<file path="config.mk">
export PLATFORM = sky130hd
export DESIGN_NAME = hazard_unit
export DESIGN_NICKNAME = d
export VERILOG_FILES = /design/src/rtl/hazard_unit.sv
export SDC_FILE = /design/constraint.sdc
export NUM_CORES = 1
export LEC_CHECK = 0
export ABC_AREA = 1
export BUFFER_PORTS_ARGS = -buffer_cell sky130_fd_sc_hd__buf_4
export CAP_MARGIN = 40
export CORE_MARGIN = 2
export CORE_UTILIZATION = 57
export CTS_BUF_LIST = sky130_fd_sc_hd__clkbuf_8
export DETAILED_ROUTE_END_ITERATION = 8
export PLACE_DENSITY = 0.89
export SYNTH_ARGS = -nofsm -noshare
export SYNTH_HDL_FRONTEND = slang
export SYNTH_SLANG_ARGS = --single-unit
</file>
<file path="constraint.sdc">
create_clock -name clk -period 5.7 [get_ports clk]
set_clock_uncertainty 0.05 [all_clocks]
set_input_delay 0.855 -clock clk [delete_from_list [all_inputs] [get_ports clk]]
set_output_delay 0.855 -clock clk [all_outputs]
set_load 0.1 [all_outputs]
</file>
<file path="src/rtl/hazard_unit.sv">
// Hazard controller for the 5-stage RV32I pipeline: operand forwarding,
// load-use and branch stall/flush, MUL/DIV busy sequencing and stall count.
module hazard_unit #(
    parameter int MD_TIMEOUT = 64,
    parameter int CNT_W      = 16
) (
    input  logic             clk,
    input  logic             rst,
    input  logic [4:0]       Rs1D,
    input  logic [4:0]       Rs2D,
    input  logic [4:0]       Rs1E,
    input  logic [4:0]       Rs2E,
    input  logic [4:0]       RdE,
    input  logic [4:0]       RdM,
    input  logic [4:0]       RdW,
    input  logic             RegWriteM,
    input  logic             RegWriteW,
    input  logic             ResultSrcE0,
    input  logic             PCSrcE,
    input  logic             MulDivStartE,
    input  logic             MulDivDone,
    output logic [1:0]       ForwardAE,
    output logic [1:0]       ForwardBE,
    output logic             StallF,
    output logic             StallD,
    output logic             StallE,
    output logic             FlushD,
    output logic             FlushE,
    output logic             FlushM,
    output logic             MdTimeout,
    output logic [CNT_W-1:0] StallCount
);

    localparam int TW = $clog2(MD_TIMEOUT) + 1;
    localparam logic [TW-1:0] TO_LAST = TW'(MD_TIMEOUT - 1);

    typedef enum logic [1:0] {
        IDLE    = 2'd0,
        BUSY    = 2'd1,
        RELEASE = 2'd2
    } md_state_e;

    md_state_e        state_q, state_d;
    logic [TW-1:0]    cnt_q, cnt_d;
    logic             md_timeout_q, md_timeout_d;
    logic [CNT_W-1:0] stall_cnt_q, stall_cnt_d;
    logic             lw_stall;
    logic             md_stall;

    function automatic logic [1:0] fwd_sel(
        input logic [4:0] rs,
        input logic [4:0] rd_m,
        input logic [4:0] rd_w,
        input logic       we_m,
        input logic       we_w
    );
        if (we_m && (rd_m != 5'd0) && (rd_m == rs)) begin
            return 2'b10;
        end else if (we_w && (rd_w != 5'd0) && (rd_w == rs)) begin
            return 2'b01;
        end
        return 2'b00;
    endfunction

    always_comb begin
        lw_stall = ResultSrcE0 && (RdE != 5'd0)
                && ((RdE == Rs1D) || (RdE == Rs2D));
    end

    always_ff @(posedge clk or posedge rst) begin
        if (rst) begin
            state_q      <= IDLE;
            cnt_q        <= '0;
            md_timeout_q <= 1'b0;
            stall_cnt_q  <= '0;
        end else begin
            state_q      <= state_d;
            cnt_q        <= cnt_d;
            md_timeout_q <= md_timeout_d;
            stall_cnt_q  <= stall_cnt_d;
        end
    end

    always_comb begin
        state_d      = state_q;
        cnt_d        = cnt_q;
        md_timeout_d = md_timeout_q;
        unique case (state_q)
            IDLE: begin
                if (MulDivStartE && !MulDivDone) begin
                    state_d = BUSY;
                    cnt_d   = TW'(1);
                end
            end
            BUSY: begin
                if (MulDivDone) begin
                    state_d = IDLE;
                end else begin
                    cnt_d = cnt_q + TW'(1);
                    if (cnt_q == TO_LAST) begin
                        state_d      = RELEASE;
                        md_timeout_d = 1'b1;
                    end
                end
            end
            RELEASE: begin
                state_d = IDLE;
            end
            default: begin
                state_d = IDLE;
            end
        endcase
    end

    always_comb begin
        md_stall = 1'b0;
        unique case (state_q)
            IDLE:    md_stall = MulDivStartE && !MulDivDone;
            BUSY:    md_stall = !MulDivDone;
            RELEASE: md_stall = 1'b0;
            default: md_stall = 1'b0;
        endcase
    end

    // Combinational outputs are forced low while reset is held.
    always_comb begin
        ForwardAE = 2'b00;
        ForwardBE = 2'b00;
        StallF    = 1'b0;
        StallD    = 1'b0;
        StallE    = 1'b0;
        FlushD    = 1'b0;
        FlushE    = 1'b0;
        FlushM    = 1'b0;
        if (!rst) begin
            ForwardAE = fwd_sel(Rs1E, RdM, RdW, RegWriteM, RegWriteW);
            ForwardBE = fwd_sel(Rs2E, RdM, RdW, RegWriteM, RegWriteW);
            StallF    = lw_stall || md_stall;
            StallD    = lw_stall || md_stall;
            StallE    = md_stall;
            FlushD    = PCSrcE;
            FlushE    = lw_stall || PCSrcE;
            FlushM    = md_stall;
        end
    end

    always_comb begin
        stall_cnt_d = stall_cnt_q;
        if (StallF && (stall_cnt_q != {CNT_W{1'b1}})) begin
            stall_cnt_d = stall_cnt_q + CNT_W'(1);
        end
    end

    assign MdTimeout  = md_timeout_q;
    assign StallCount = stall_cnt_q;

endmodule
</file>
==> results.json <==
{
  "critPathRequiredTime_ps": 4800,
  "r2r_cells": 8,
  "fin_crit_sh": 0.551,
  "grt_overflow": 0,
  "rows": 22,
  "nFillCells": 292,
  "die-height_um": 64.6,
  "end_kind": "output port",
  "cts_buffer_depth": 2,
  "grt_pass1_wl_mm": 8.59,
  "finalPower_uw": 647,
  "drc": 0,
  "cts_tree": "built",
  "coreArea_mm2": 0.00361,
  "avgSynthCellArea_um2": 6.89,
  "hold_viol_final": 0,
  "design_area_mm2": 0.00270,
  "max_cap_violations": 0,
  "run_status": "completed",
  "synth_area_mm2": 0.00209,
  "post-cts-setup-buffer-count": 0,
  "dp_hpwl_mm": 3.91,
  "hold_ws_ps": 430,
  "io_buffers": 69,
  "crit_start": "rst",
  "cts_sinks": 26,
  "max_slew_margin": 0.735,
  "cts_buffers": 3,
  "drt_wl_total_mm": 4.89,
  "crit_type": "primary input to output port",
  "synth_largest_area_cell": "dfrtp_1",
  "die_w_um": 64.6,
  "final_antenna_net_count": 0,
  "drtIter0Drc": 104,
  "vias_per_cell": 5.13,
  "cts_max_level": 1,
  "postPlaceCellArea_mm2": 0.00263,
  "synth_top_cell_area_share": 0.311,
  "clock.fmax_ghz": 0.318,
  "dr_total_vias": 2158,
  "drive_above_1_share": 0.255,
  "rr_startpoint": "StallCount[0]",
  "syn2layout_area_growth_pct": 28.9,
  "r2r-end": "StallCount[11]",
  "ys_seq_area_frac": 0.311,
  "critPathMaxFanout": 30,
  "p_leak_nw": 1.44,
  "syn_inst": 304,
  "dieArea_mm2": 0.00418,
  "place.gp.congestion": 0.900,
  "fin_nets": 419,
  "r2r_slack_ps": 3880,
  "n_antenna_cell": 0,
  "first_pass_iters": 4,
  "worstHoldStart": "MdTimeout",
  "register_area_um2": 651,
  "rsz0062_at_grt": "no",
  "worst_slew_pin_slew_ps": 397,
  "antenna_found_initial": 0,
  "holdPathStages": 1,
  "multi_input_area_mm2": 0.00119,
  "holdPathEnd": "MdTimeout",
  "fin_tns_setup_ps": 0,
  "cp-start-kind": "primary input",
  "wl_per_cell_um": 11.6,
  "clk_pin_slew_worst_paths_ps": 90,
  "setup_viol_count_final": 0,
  "clkLatencyLatePin_ps": 270,
  "cts_repair_resize_count": 0,
  "synth.distinct_cells": 33,
  "initial_utilization": 0.581,
  "root_buffer": "clkbuf_8",
  "hold_path_class": "register to register",
  "final_cell_mix": "nand2_1 (86), buf_4 (70), inv_1 (48), nand3_1 (33), dfrtp_1 (26)",
  "ir_drop_uv": 177,
  "crit_arrival_ps": 2240,
  "synth.net_count": 349,
  "groute.usage.overall": 0.254,
  "hold_buffers": 0,
  "synthTopCellsByArea": "dfrtp_1 (31%), nand2_1 (15%), inv_1 (8.6%)",
  "grt_pass1_vias": 1979,
  "period_needed_ps": 3140,
  "final_common_cell": "nand2_1",
  "ys_ff_latch": 26,
  "ios": 70,
  "grt_max_degree": 31,
  "yosys_warnings": 0,
  "finalMaxSlewViolations": 0,
  "cellPowerDensity_mw_per_mm2": 240
}
[cell usage after synthesis (all sizes together)]
library cell	instances
o22ai	1
ha	2
nand3	34
inv	50
nand2	91
nand4	7
nor2	27
nor4	2
nor3b	2
buf	5
a211oi	2
o21ai	6
nor3	15
o21a	1
xnor2	15
a21oi	4
dfrtp	26
clkinv	1
xor2	9
a31oi	1
or2	3
[critical path, stage by stage]
cell,delay [ps]
buf_4,120
inv_1,40
buf_4,340
nand2_1,90
a211oi_1,210
nand3_1,100
nor3_1,140
buf_4,310
[sequential cells by signal, indices dropped and copies added (netlist names)]
register	count
StallCount	16
cnt_q	7
state_q	2
MdTimeout	1
[routing by layer]
metal | vias up | global-route usage | routed length (um) | share of wire
met5 | - | 0 | 0 | 0
met1 | 1004 | 0.323 | 1990 | 0.41
li1 | 1090 | - | - | -
met2 | 60 | 0.469 | 2640 | 0.54
met3 | 4 | 0.0330 | 227 | 0.046
met4 | 0 | 0.0426 | 34 | 0.0070
[how the worst max path moves through the flow]
stage | to | depth (start not counted) | slack, ps
4_1_cts | ForwardAE[0] | 8 | 2540
3_3_place_gp | ForwardAE[0] | 8 | 2570
5_1_grt | ForwardAE[0] | 8 | 2330
6_report | ForwardAE[0] | 8 | 2560
3_5_place_dp | ForwardAE[0] | 8 | 2540
2_1_floorplan | ForwardAE[0] | 5 | 850
[logic make-up (layout without fill, tap and decap cells)]
kind of cell / count (synthesis) / in the layout / synth area share
simple gates: 181 / 181 / 0.418
fa+ha+maj: 2 / 2 / 0.0119
flops: 26 / 26 / 0.311
buf+inv: 56 / 125 / 0.119
compound gates: 15 / 15 / 0.0406
xor+xnor: 24 / 24 / 0.100
[where the power goes]
group          switching (mW)  leakage (nW)  internal, mW
logic                   0.189          1.05        0.0781
registers              0.0256         0.352         0.203
clock network          0.0564        0.0357        0.0939
[area by class of cell]
type / instances / area share
Sequential cell: 26 / 0.241
Tap cell: 48 / 0.0223
Timing Repair Buffer: 70 / 0.195
Inverter: 51 / 0.0728
Clock buffer: 3 / 0.0153
Clock inverter: 1 / 0.0111
Multi-Input combinational cell: 222 / 0.443
[stage by stage]
stage | worst slack [ps] | cells | utilization
2_1_floorplan | 848 | 304 | -
3_3_place_gp | 2570 | 417 | 0.729
3_5_place_dp | 2540 | 417 | 0.729
4_1_cts | 2540 | 421 | 0.748
5_1_grt | 2330 | 421 | 0.748
6_report | 2560 | 421 | 0.748
No activity file was read; power rests on OpenSTA's default activity.
